===== config.mk =====
export PLATFORM = sky130hd
export DESIGN_NAME = dmac_main_ctrl_nch_flat
export DESIGN_NICKNAME = d
export VERILOG_FILES = /design/src/rtl/dmac_main_ctrl_nch_if.sv /design/src/rtl/dmac_main_ctrl_nch.sv /design/src/flat_wrapper.sv
export SDC_FILE = /design/constraint.sdc
export NUM_CORES = 1
export LEC_CHECK = 0
export ABC_AREA = 1
export BUFFER_PORTS_ARGS = -buffer_cell sky130_fd_sc_hd__clkbuf_2
export CORE_MARGIN = 2
export CORE_UTILIZATION = 42
export CTS_BUF_LIST = sky130_fd_sc_hd__clkbuf_16
export CTS_CLUSTER_DIAMETER = 100
export DETAILED_ROUTE_END_ITERATION = 16
export GPL_ROUTABILITY_DRIVEN = 1
export GPL_TIMING_DRIVEN = 0
export PLACE_DENSITY_LB_ADDON = 0.12
export SETUP_SLACK_MARGIN = 0.3
export SLEW_MARGIN = 10
export SYNTH_ARGS = -nofsm -noshare
export SYNTH_HDL_FRONTEND = slang
export SYNTH_SLANG_ARGS = --single-unit

===== constraint.sdc =====
create_clock -name clk -period 1.1 [get_ports clk]
set_input_delay 0.11 -clock clk [delete_from_list [all_inputs] [get_ports clk]]
set_output_delay 0.11 -clock clk [all_outputs]
set_load 0.05 [all_outputs]

===== src/rtl/dmac_main_ctrl_nch_if.sv =====
// dmac_main_ctrl_nch_if: peripheral request/ack and AHB descriptor-fetch signals of the DMAC main controller
//   DmacReq/ReqAck          peripheral request levels and one-cycle acknowledge
//   Bus_Req/Bus_Grant       AHB arbiter handshake
//   HReady                  AHB ready
//   config_HTrans           descriptor-fetch HTRANS (Idle=00, Busy=01, Non_Seq=10)
//   addr_inc_sel/desc_we    descriptor word index and one-hot register load enables
interface dmac_main_ctrl_nch_if #(
    parameter int NUM_CH = 4
);
    logic [NUM_CH-1:0] DmacReq;
    logic [NUM_CH-1:0] ReqAck;
    logic              Bus_Req;
    logic              Bus_Grant;
    logic              HReady;
    logic [1:0]        config_HTrans;
    logic [1:0]        addr_inc_sel;
    logic [3:0]        desc_we;

    modport master (
        input  DmacReq, Bus_Grant, HReady,
        output ReqAck, Bus_Req, config_HTrans, addr_inc_sel, desc_we
    );

    modport slave (
        output DmacReq, Bus_Grant, HReady,
        input  ReqAck, Bus_Req, config_HTrans, addr_inc_sel, desc_we
    );
endinterface


===== src/rtl/dmac_main_ctrl_nch.sv =====
// dmac_main_ctrl_nch: N-channel DMAC main controller (arbitration, descriptor fetch, suspend/resume, irq)
//   clk, rst   clock and asynchronous active-low reset
//   bus        request/ack and AHB descriptor-fetch signals
//   ch_done    selected channel finished its transfer
//   ch_sel     latched winning channel
//   ch_en      one-hot enable of the channel being transferred
//   Interrupt  one-cycle completion pulse, irq_ch names its channel
//   busy       controller is not idle
module dmac_main_ctrl_nch #(
    parameter  int NUM_CH   = 4,
    parameter  int ARB_MODE = 0,
    localparam int CH_W     = $clog2(NUM_CH)
) (
    input  logic                clk,
    input  logic                rst,
    dmac_main_ctrl_nch_if.master bus,
    input  logic                ch_done,
    output logic [CH_W-1:0]     ch_sel,
    output logic [NUM_CH-1:0]   ch_en,
    output logic                Interrupt,
    output logic [CH_W-1:0]     irq_ch,
    output logic                busy
);
    typedef enum logic [2:0] {IDLE, BUS_REQD, FETCH, XFER, SUSPEND} state_t;

    state_t                state, state_n;
    logic [2:0]            idx, idx_n;
    logic [CH_W-1:0]       win, last_served, irq_q;
    logic                  acked;
    logic [NUM_CH-1:0]     sel_oh;
    logic [2*NUM_CH-1:0]   dbl;

    assign sel_oh      = {{(NUM_CH-1){1'b0}}, 1'b1} << ch_sel;
    assign dbl         = {bus.DmacReq, bus.DmacReq};
    assign bus.Bus_Req = state != IDLE;
    assign busy        = state != IDLE;
    assign ch_en       = state == XFER ? sel_oh : '0;
    assign irq_ch      = Interrupt ? ch_sel : irq_q;

    // Round-robin scans the doubled request vector downward so the last hit is
    // the first set bit above last_served, wrapping past NUM_CH-1.
    always_comb begin
        win = '0;
        if (ARB_MODE == 0) begin
            for (int i = 0; i < NUM_CH; i++)
                if (bus.DmacReq[i]) win = CH_W'(i);
        end else begin
            for (int i = 2*NUM_CH-1; i >= 0; i--)
                if (dbl[i] && i > int'(last_served) && i <= int'(last_served) + NUM_CH)
                    win = CH_W'(i % NUM_CH);
        end
    end

    always_comb begin
        state_n           = state;
        idx_n             = idx;
        bus.ReqAck        = '0;
        bus.config_HTrans = 2'b00;
        bus.addr_inc_sel  = 2'd0;
        bus.desc_we       = 4'b0000;
        Interrupt         = 1'b0;
        case (state)
            IDLE: if (|bus.DmacReq) state_n = BUS_REQD;
            BUS_REQD: if (bus.Bus_Grant && bus.HReady) begin
                bus.ReqAck = acked ? '0 : sel_oh;
                idx_n      = 3'd0;
                state_n    = FETCH;
            end
            FETCH: if (!bus.Bus_Grant) begin
                idx_n   = 3'd0;
                state_n = BUS_REQD;
            end else begin
                // Address phase of word idx overlaps the data phase of word idx-1.
                bus.addr_inc_sel  = idx[2] ? 2'd3 : idx[1:0];
                bus.config_HTrans = !bus.HReady ? 2'b01 : idx[2] ? 2'b00 : 2'b10;
                if (bus.HReady) begin
                    bus.desc_we = idx == 3'd0 ? 4'b0000 : 4'b0001 << (idx - 3'd1);
                    idx_n       = idx[2] ? idx : idx + 3'd1;
                    state_n     = idx[2] ? XFER : FETCH;
                end
            end
            XFER: if (ch_done) begin
                Interrupt = 1'b1;
                state_n   = IDLE;
            end else if (!bus.Bus_Grant) begin
                state_n = SUSPEND;
            end
            SUSPEND: if (bus.Bus_Grant) state_n = XFER;
            default: state_n = IDLE;
        endcase
    end

    always_ff @(posedge clk or negedge rst) begin
        if (!rst) begin
            state       <= IDLE;
            idx         <= 3'd0;
            ch_sel      <= '0;
            irq_q       <= '0;
            last_served <= CH_W'(NUM_CH - 1);
            acked       <= 1'b0;
        end else begin
            state <= state_n;
            idx   <= idx_n;
            if (state == IDLE && |bus.DmacReq) begin
                ch_sel <= win;
                acked  <= 1'b0;
            end
            // A fetch restart after grant loss must not acknowledge the peripheral twice.
            if (state == BUS_REQD && bus.Bus_Grant && bus.HReady) acked <= 1'b1;
            if (Interrupt) begin
                irq_q       <= ch_sel;
                last_served <= ch_sel;
            end
        end
    end
endmodule


===== src/flat_wrapper.sv =====
// flat-port wrapper written by rule: the top's interface ports become plain ports
module dmac_main_ctrl_nch_flat 
#(
    parameter  int NUM_CH   = 4,
    parameter  int ARB_MODE = 0,
    localparam int CH_W     = $clog2(NUM_CH)
)
  (clk, rst, ch_done, ch_sel, ch_en, Interrupt, irq_ch, busy, bus_DmacReq, bus_Bus_Grant, bus_HReady, bus_ReqAck, bus_Bus_Req, bus_config_HTrans, bus_addr_inc_sel, bus_desc_we);
  dmac_main_ctrl_nch_if #(.NUM_CH(NUM_CH)) bus_i ();
  input  logic clk;
  input  logic rst;
  input  logic ch_done;
  output logic [CH_W-1:0] ch_sel;
  output logic [NUM_CH-1:0] ch_en;
  output logic Interrupt;
  output logic [CH_W-1:0] irq_ch;
  output logic busy;
  input wire logic [$bits(bus_i.DmacReq)-1:0] bus_DmacReq;
  input wire logic [$bits(bus_i.Bus_Grant)-1:0] bus_Bus_Grant;
  input wire logic [$bits(bus_i.HReady)-1:0] bus_HReady;
  output wire logic [$bits(bus_i.ReqAck)-1:0] bus_ReqAck;
  output wire logic [$bits(bus_i.Bus_Req)-1:0] bus_Bus_Req;
  output wire logic [$bits(bus_i.config_HTrans)-1:0] bus_config_HTrans;
  output wire logic [$bits(bus_i.addr_inc_sel)-1:0] bus_addr_inc_sel;
  output wire logic [$bits(bus_i.desc_we)-1:0] bus_desc_we;
  assign bus_i.DmacReq = bus_DmacReq;
  assign bus_i.Bus_Grant = bus_Bus_Grant;
  assign bus_i.HReady = bus_HReady;
  assign bus_ReqAck = bus_i.ReqAck;
  assign bus_Bus_Req = bus_i.Bus_Req;
  assign bus_config_HTrans = bus_i.config_HTrans;
  assign bus_addr_inc_sel = bus_i.addr_inc_sel;
  assign bus_desc_we = bus_i.desc_we;
  dmac_main_ctrl_nch #(.NUM_CH(NUM_CH), .ARB_MODE(ARB_MODE)) u_core (.clk(clk), .rst(rst), .bus(bus_i), .ch_done(ch_done), .ch_sel(ch_sel), .ch_en(ch_en), .Interrupt(Interrupt), .irq_ch(irq_ch), .busy(busy));
endmodule

==> impl_metrics.yaml, run 1 <==
synth:
  synth_xor_xnor_area_share: 0
  postSynthCellCount: 123
  synth_area_um2: 812
  ys_ff_latch: 11
  synth_compound_area_frac: 0.108
  synth_edf_count: 0
  synth_top_family_by_area: "simple AND/OR/NAND/NOR gates"
  ys_seq_area_frac: 0.339
  ys_async_sr_fraction: 1.00
  synth_ff_type: "dfrtp_1"
  syn_nets: 138
  synthTopCellsByCount: "nand2_1, nor2_1, inv_1"
  yosysTopAreaCell: "dfrtp_1"
  postSynthAreaPerCell_um2: 6.60
  ys_warn_count: 0
  yosysMostFrequentCell: "nand2_1"
  synth_cell_types: 16
  synth-adder-area-share: 0.0924
  yosysTopAreaCellShare: 0.339
  synth.area.top_cells: "dfrtp_1, nand2_1, nor2_1"
  synth_mux_area_frac: 0
  synth_simple_gate_area_frac: 0.362
clock_tree:
  root_buffer: "clkbuf_16"
  cts_setup_buffers: 29
  cts_resized: 101
  cts_max_level: 1
  cts_made_buffers: 3
  cts.sink_count: 11
  cts_buffer_depth: 2
  postCtsHoldBufs: 1
die:
  rows: 15
  die_x_um: 48.0
  initial_core_util: 0.460
  io_pins: 32
  die_h_um: 48.0
placed_design:
  place_ws_ns: -0.549
  placed_cell_area_um2: 1240
  dpl.hpwl_um: 1650
  place_congestion: 0.838
  port-buffer-count: 30
status:
  toolErrorMsg: "[ERROR DPL-0038] Utilization greater than 100%, impossible to legalize"
  stop_stage: "clock tree synthesis (4_1_cts)"
  status: "stopped before the end"
-- cell families after synthesis --
family | after synthesis
buf+inv | 20
fa+ha+maj | 6
flops | 11
simple gates | 69
compound gates | 17
-- stage by stage --
step / cells / setup TNS (ns)
detailed placement: 178 / -8.46
floorplan: 123 / -8.32
global placement: 178 / -8.15
==> inputs of run 2 (changes only) <==
--- a/config.mk
+++ b/config.mk
@@ -7,15 +7,12 @@
 export LEC_CHECK = 0
 export ABC_AREA = 1
 export BUFFER_PORTS_ARGS = -buffer_cell sky130_fd_sc_hd__clkbuf_2
-export CORE_MARGIN = 2
-export CORE_UTILIZATION = 42
-export CTS_BUF_LIST = sky130_fd_sc_hd__clkbuf_16
-export CTS_CLUSTER_DIAMETER = 100
+export CORE_AREA = 2 2 63 65
 export DETAILED_ROUTE_END_ITERATION = 16
+export DIE_AREA = 0 0 65 67
 export GPL_ROUTABILITY_DRIVEN = 1
 export GPL_TIMING_DRIVEN = 0
-export PLACE_DENSITY_LB_ADDON = 0.12
-export SETUP_SLACK_MARGIN = 0.3
+export PLACE_DENSITY_LB_ADDON = 0.15
 export SLEW_MARGIN = 10
 export SYNTH_ARGS = -nofsm -noshare
 export SYNTH_HDL_FRONTEND = slang
==> constraint.sdc (replaced) <==
create_clock -name clk -period 1.45 [get_ports clk]
set_input_delay 0.145 -clock clk [delete_from_list [all_inputs] [get_ports clk]]
set_output_delay 0.145 -clock clk [all_outputs]
set_load 0.05 [all_outputs]
==> run 2 against run 1 <==
Net effect:
- the flow now finishes, with violations (negative setup slack)
- synthesized cell count unchanged
- synthesized area stayed put
==> impl_metrics.yaml, run 2 <==
hold_path:
  hp-class: "in2reg"
flow_run:
  max-cap-violations: 0
global_route:
  first_global_vias: 1019
  grt-ovfl-total: 0
  grt_pass1_wl_um: 4350
  grt_antenna_before_repair: 0
  grt_max_degree: 12
  grt_use_total: 0.132
power_and_ir_drop:
  switching_share: 0.516
  p_comb_frac: 0.749
  pwr-share-seq: 0.161
  pwr-share-clk: 0.090
  p_per_area_nw_per_um2: 1970
  ir_drop_uv: 693
  p_leak_nw: 0.803
  p_sw_w: 0.00185
  intPower_w: 0.00174
final_layout:
  largestRegisters: "u_core.idx x3, u_core.state x3"
  nets: 201
  antenna_cells: 0
  area_growth_pct: 124
  finalNonFillerCells: 233
  fillers: 330
  final_cell_mix: "buf_4, nand2_1, buf_8"
  drive_above_1_share: 0.638
  final_util: 0.505
  final_common_cell: "buf_4"
worst_setup_path:
  path_buf_inv: 3
  critPathRequiredTime_ns: 1.31
  cp_top_family: "flip-flops"
  startpoint_type: "flop"
  cp_cell_sequence: "buf_4, nor2_4, nand2_4, nor2_4, inv_4, a21oi_4, buf_8"
  crit_type: "reg2out"
  slowest_stage: "dfrtp_2"
  critical_path_arrival_ns: 1.60
  path_max_fanout: 4
  critPathCaptureType: "output port"
  critPathMaxStageDelay_ns: 0.44
  cpMostUsedCell: "nor2_4"
die:
  core_region_area_um2: 3610
  die_x_um: 65
  die_h_um: 67
  initial_core_util: 0.225
  die-area_um2: 4360
  io_pins: 32
  rows: 22
synth:
  synth.area.top_cells: "dfrtp_1, nand2_1, nor2_1"
  postSynthAreaPerCell_um2: 6.60
  yosysMostFrequentCell: "nand2_1"
  ys_ff_latch: 11
  synth_edf_count: 0
  synth_area_um2: 812
  yosysTopAreaCell: "dfrtp_1"
  postSynthCellCount: 123
  ys_warn_count: 0
  ys_seq_area_frac: 0.339
  synth_cell_types: 16
  yosysTopAreaCellShare: 0.339
  synthTopCellsByCount: "nand2_1, nor2_1, inv_1"
  synth_ff_type: "dfrtp_1"
  syn_nets: 138
  ys_async_sr_fraction: 1.00
detailed_routing:
  vias: 1027
  wl_per_cell_um: 12.2
  drtIter0Drc: 16
  drt-total-wl_um: 2840
  drtPass1Iterations: 4
  viasPerCell: 4.41
  ant_nets: 0
  drc: 0
clock_tree:
  cts.sink_count: 11
  clk_pin_slew_ns: 0.05
  clk-insertion-delay-late_ns: 0.24
  root_buffer: "clkbuf_8"
  cts_buffer_depth: 2
  cts_max_level: 1
  cts_tree: "yes"
  cts_made_buffers: 3
status:
  violations: "negative setup slack"
  status: "complete, but fails checks"
placed_design:
  port-buffer-count: 30
  dpl.hpwl_um: 1740
  place_congestion: 0.768
  dp.cells: 201
timing:
  finalMaxSlewViolations: 0
  maxSlewHeadroom: 0.793
  fin_ws_ns: -0.294
  min_period_ns: 1.74
  rsz0062_at_grt: "yes"
  hold_viol_final: 0
  finalCritPeriodShare: 1.20
  finClkSkew_ns: 0.00342
  clock.fmax_mhz: 573
  hold-worst-slack_ns: 0.198
  setup_tns_ns: -3.64
  setup_violations: 22
  tightest_slew_ns: 0.310
[run 2: power by group through the flow]
| stage | Sequential (W) | Combinational, W | Clock [W] |
|---|---|---|---|
| 2_1_floorplan | 0.000688 | 0.00129 | 0 |
| 3_3_place_gp | 0.000613 | 0.00166 | 0 |
| 3_5_place_dp | 0.000616 | 0.00167 | 0 |
| 4_1_cts | 0.000589 | 0.00222 | 0.000330 |
| 5_1_grt | 0.000599 | 0.00287 | 0.000337 |
| 6_report | 0.000580 | 0.00269 | 0.000322 |
[run 2: kinds of logic after synthesis]
| kind of cell | share of synthesized area |
|---|---|
| adders and majority gates | 0.0924 |
| buffers and inverters | 0.0986 |
| and+or+nand+nor | 0.362 |
| DFF | 0.339 |
| AOI/OAI and AO/OA | 0.108 |
[run 2: stage by stage]
| step | instance area, um^2 | setup slack (ns) | power [W] |
|---|---|---|---|
| 4_1_cts | 1620 | -0.316 | 0.00314 |
| 2_1_floorplan | 1020 | -0.168 | 0.00198 |
| 6_report | 1820 | -0.294 | 0.00359 |
| 3_3_place_gp | 1230 | -0.206 | 0.00227 |
| 5_1_grt | 1820 | -0.367 | 0.00381 |
| 3_5_place_dp | 1230 | -0.242 | 0.00229 |
[run 2: cell type report]
class,instances,area [um^2],area share
repair buffers,58,579,0.318
clock buffers,4,45.0,0.0247
flip-flops and latches,11,283,0.155
plain buffers,2,16.3,0.00893
well taps,48,60.1,0.0330
inverters,18,86.3,0.0474
multi-input cells,92,752,0.413
[run 2: layer usage]
| metal | global-route usage | up-vias | share of wire | wire [um] |
|---|---|---|---|---|
| li1 | - | 515 | - | - |
| met1 | 0.142 | 479 | 0.40 | 1130 |
| met2 | 0.246 | 26 | 0.54 | 1540 |
| met3 | 0.0220 | 7 | 0.032 | 90 |
| met4 | 0.0665 | 0 | 0.027 | 76 |
| met5 | 0 | - | 0 | 0 |
[run 2: worst paths after layout]
kind | from | to | slack (ns) | cells after the start
max in group asynchronous | rst | u_core.idx[2] | 0.87 | 2
max | u_core.state[2] | bus_addr_inc_sel[0] | -0.29 | 7
min reg2reg | u_core.acked | u_core.acked | 0.47 | 2
min | ch_done | u_core.state[2] | 0.20 | 4
max reg2reg | u_core.state[2] | u_core.idx[2] | -0.09 | 10
min in group asynchronous | rst | u_core.state[2] | 0.32 | 2
[run 2: timing repair]
item / in CTS / in global routing
hold buffers: 1 / 0
cloned: 0 / 0
endpoints found under the setup margin: 21 / 23
resized for setup: 55 / 44
setup buffers: 14 / 13
pin swaps: 12 / 12
endpoints found under the hold margin: 11 / 0
[run 2: worst register-to-register path, cell delays in order (launching register included)]
cell     delay, ns
dfrtp_2       0.44
buf_4         0.15
nor2_4        0.13
nand2_4       0.11
buf_6         0.15
nor2_4        0.12
buf_4         0.12
inv_1         0.05
nand2_2       0.08
nand2_1       0.05
o21ai_1       0.06
Power figures use the tool's default switching activity.
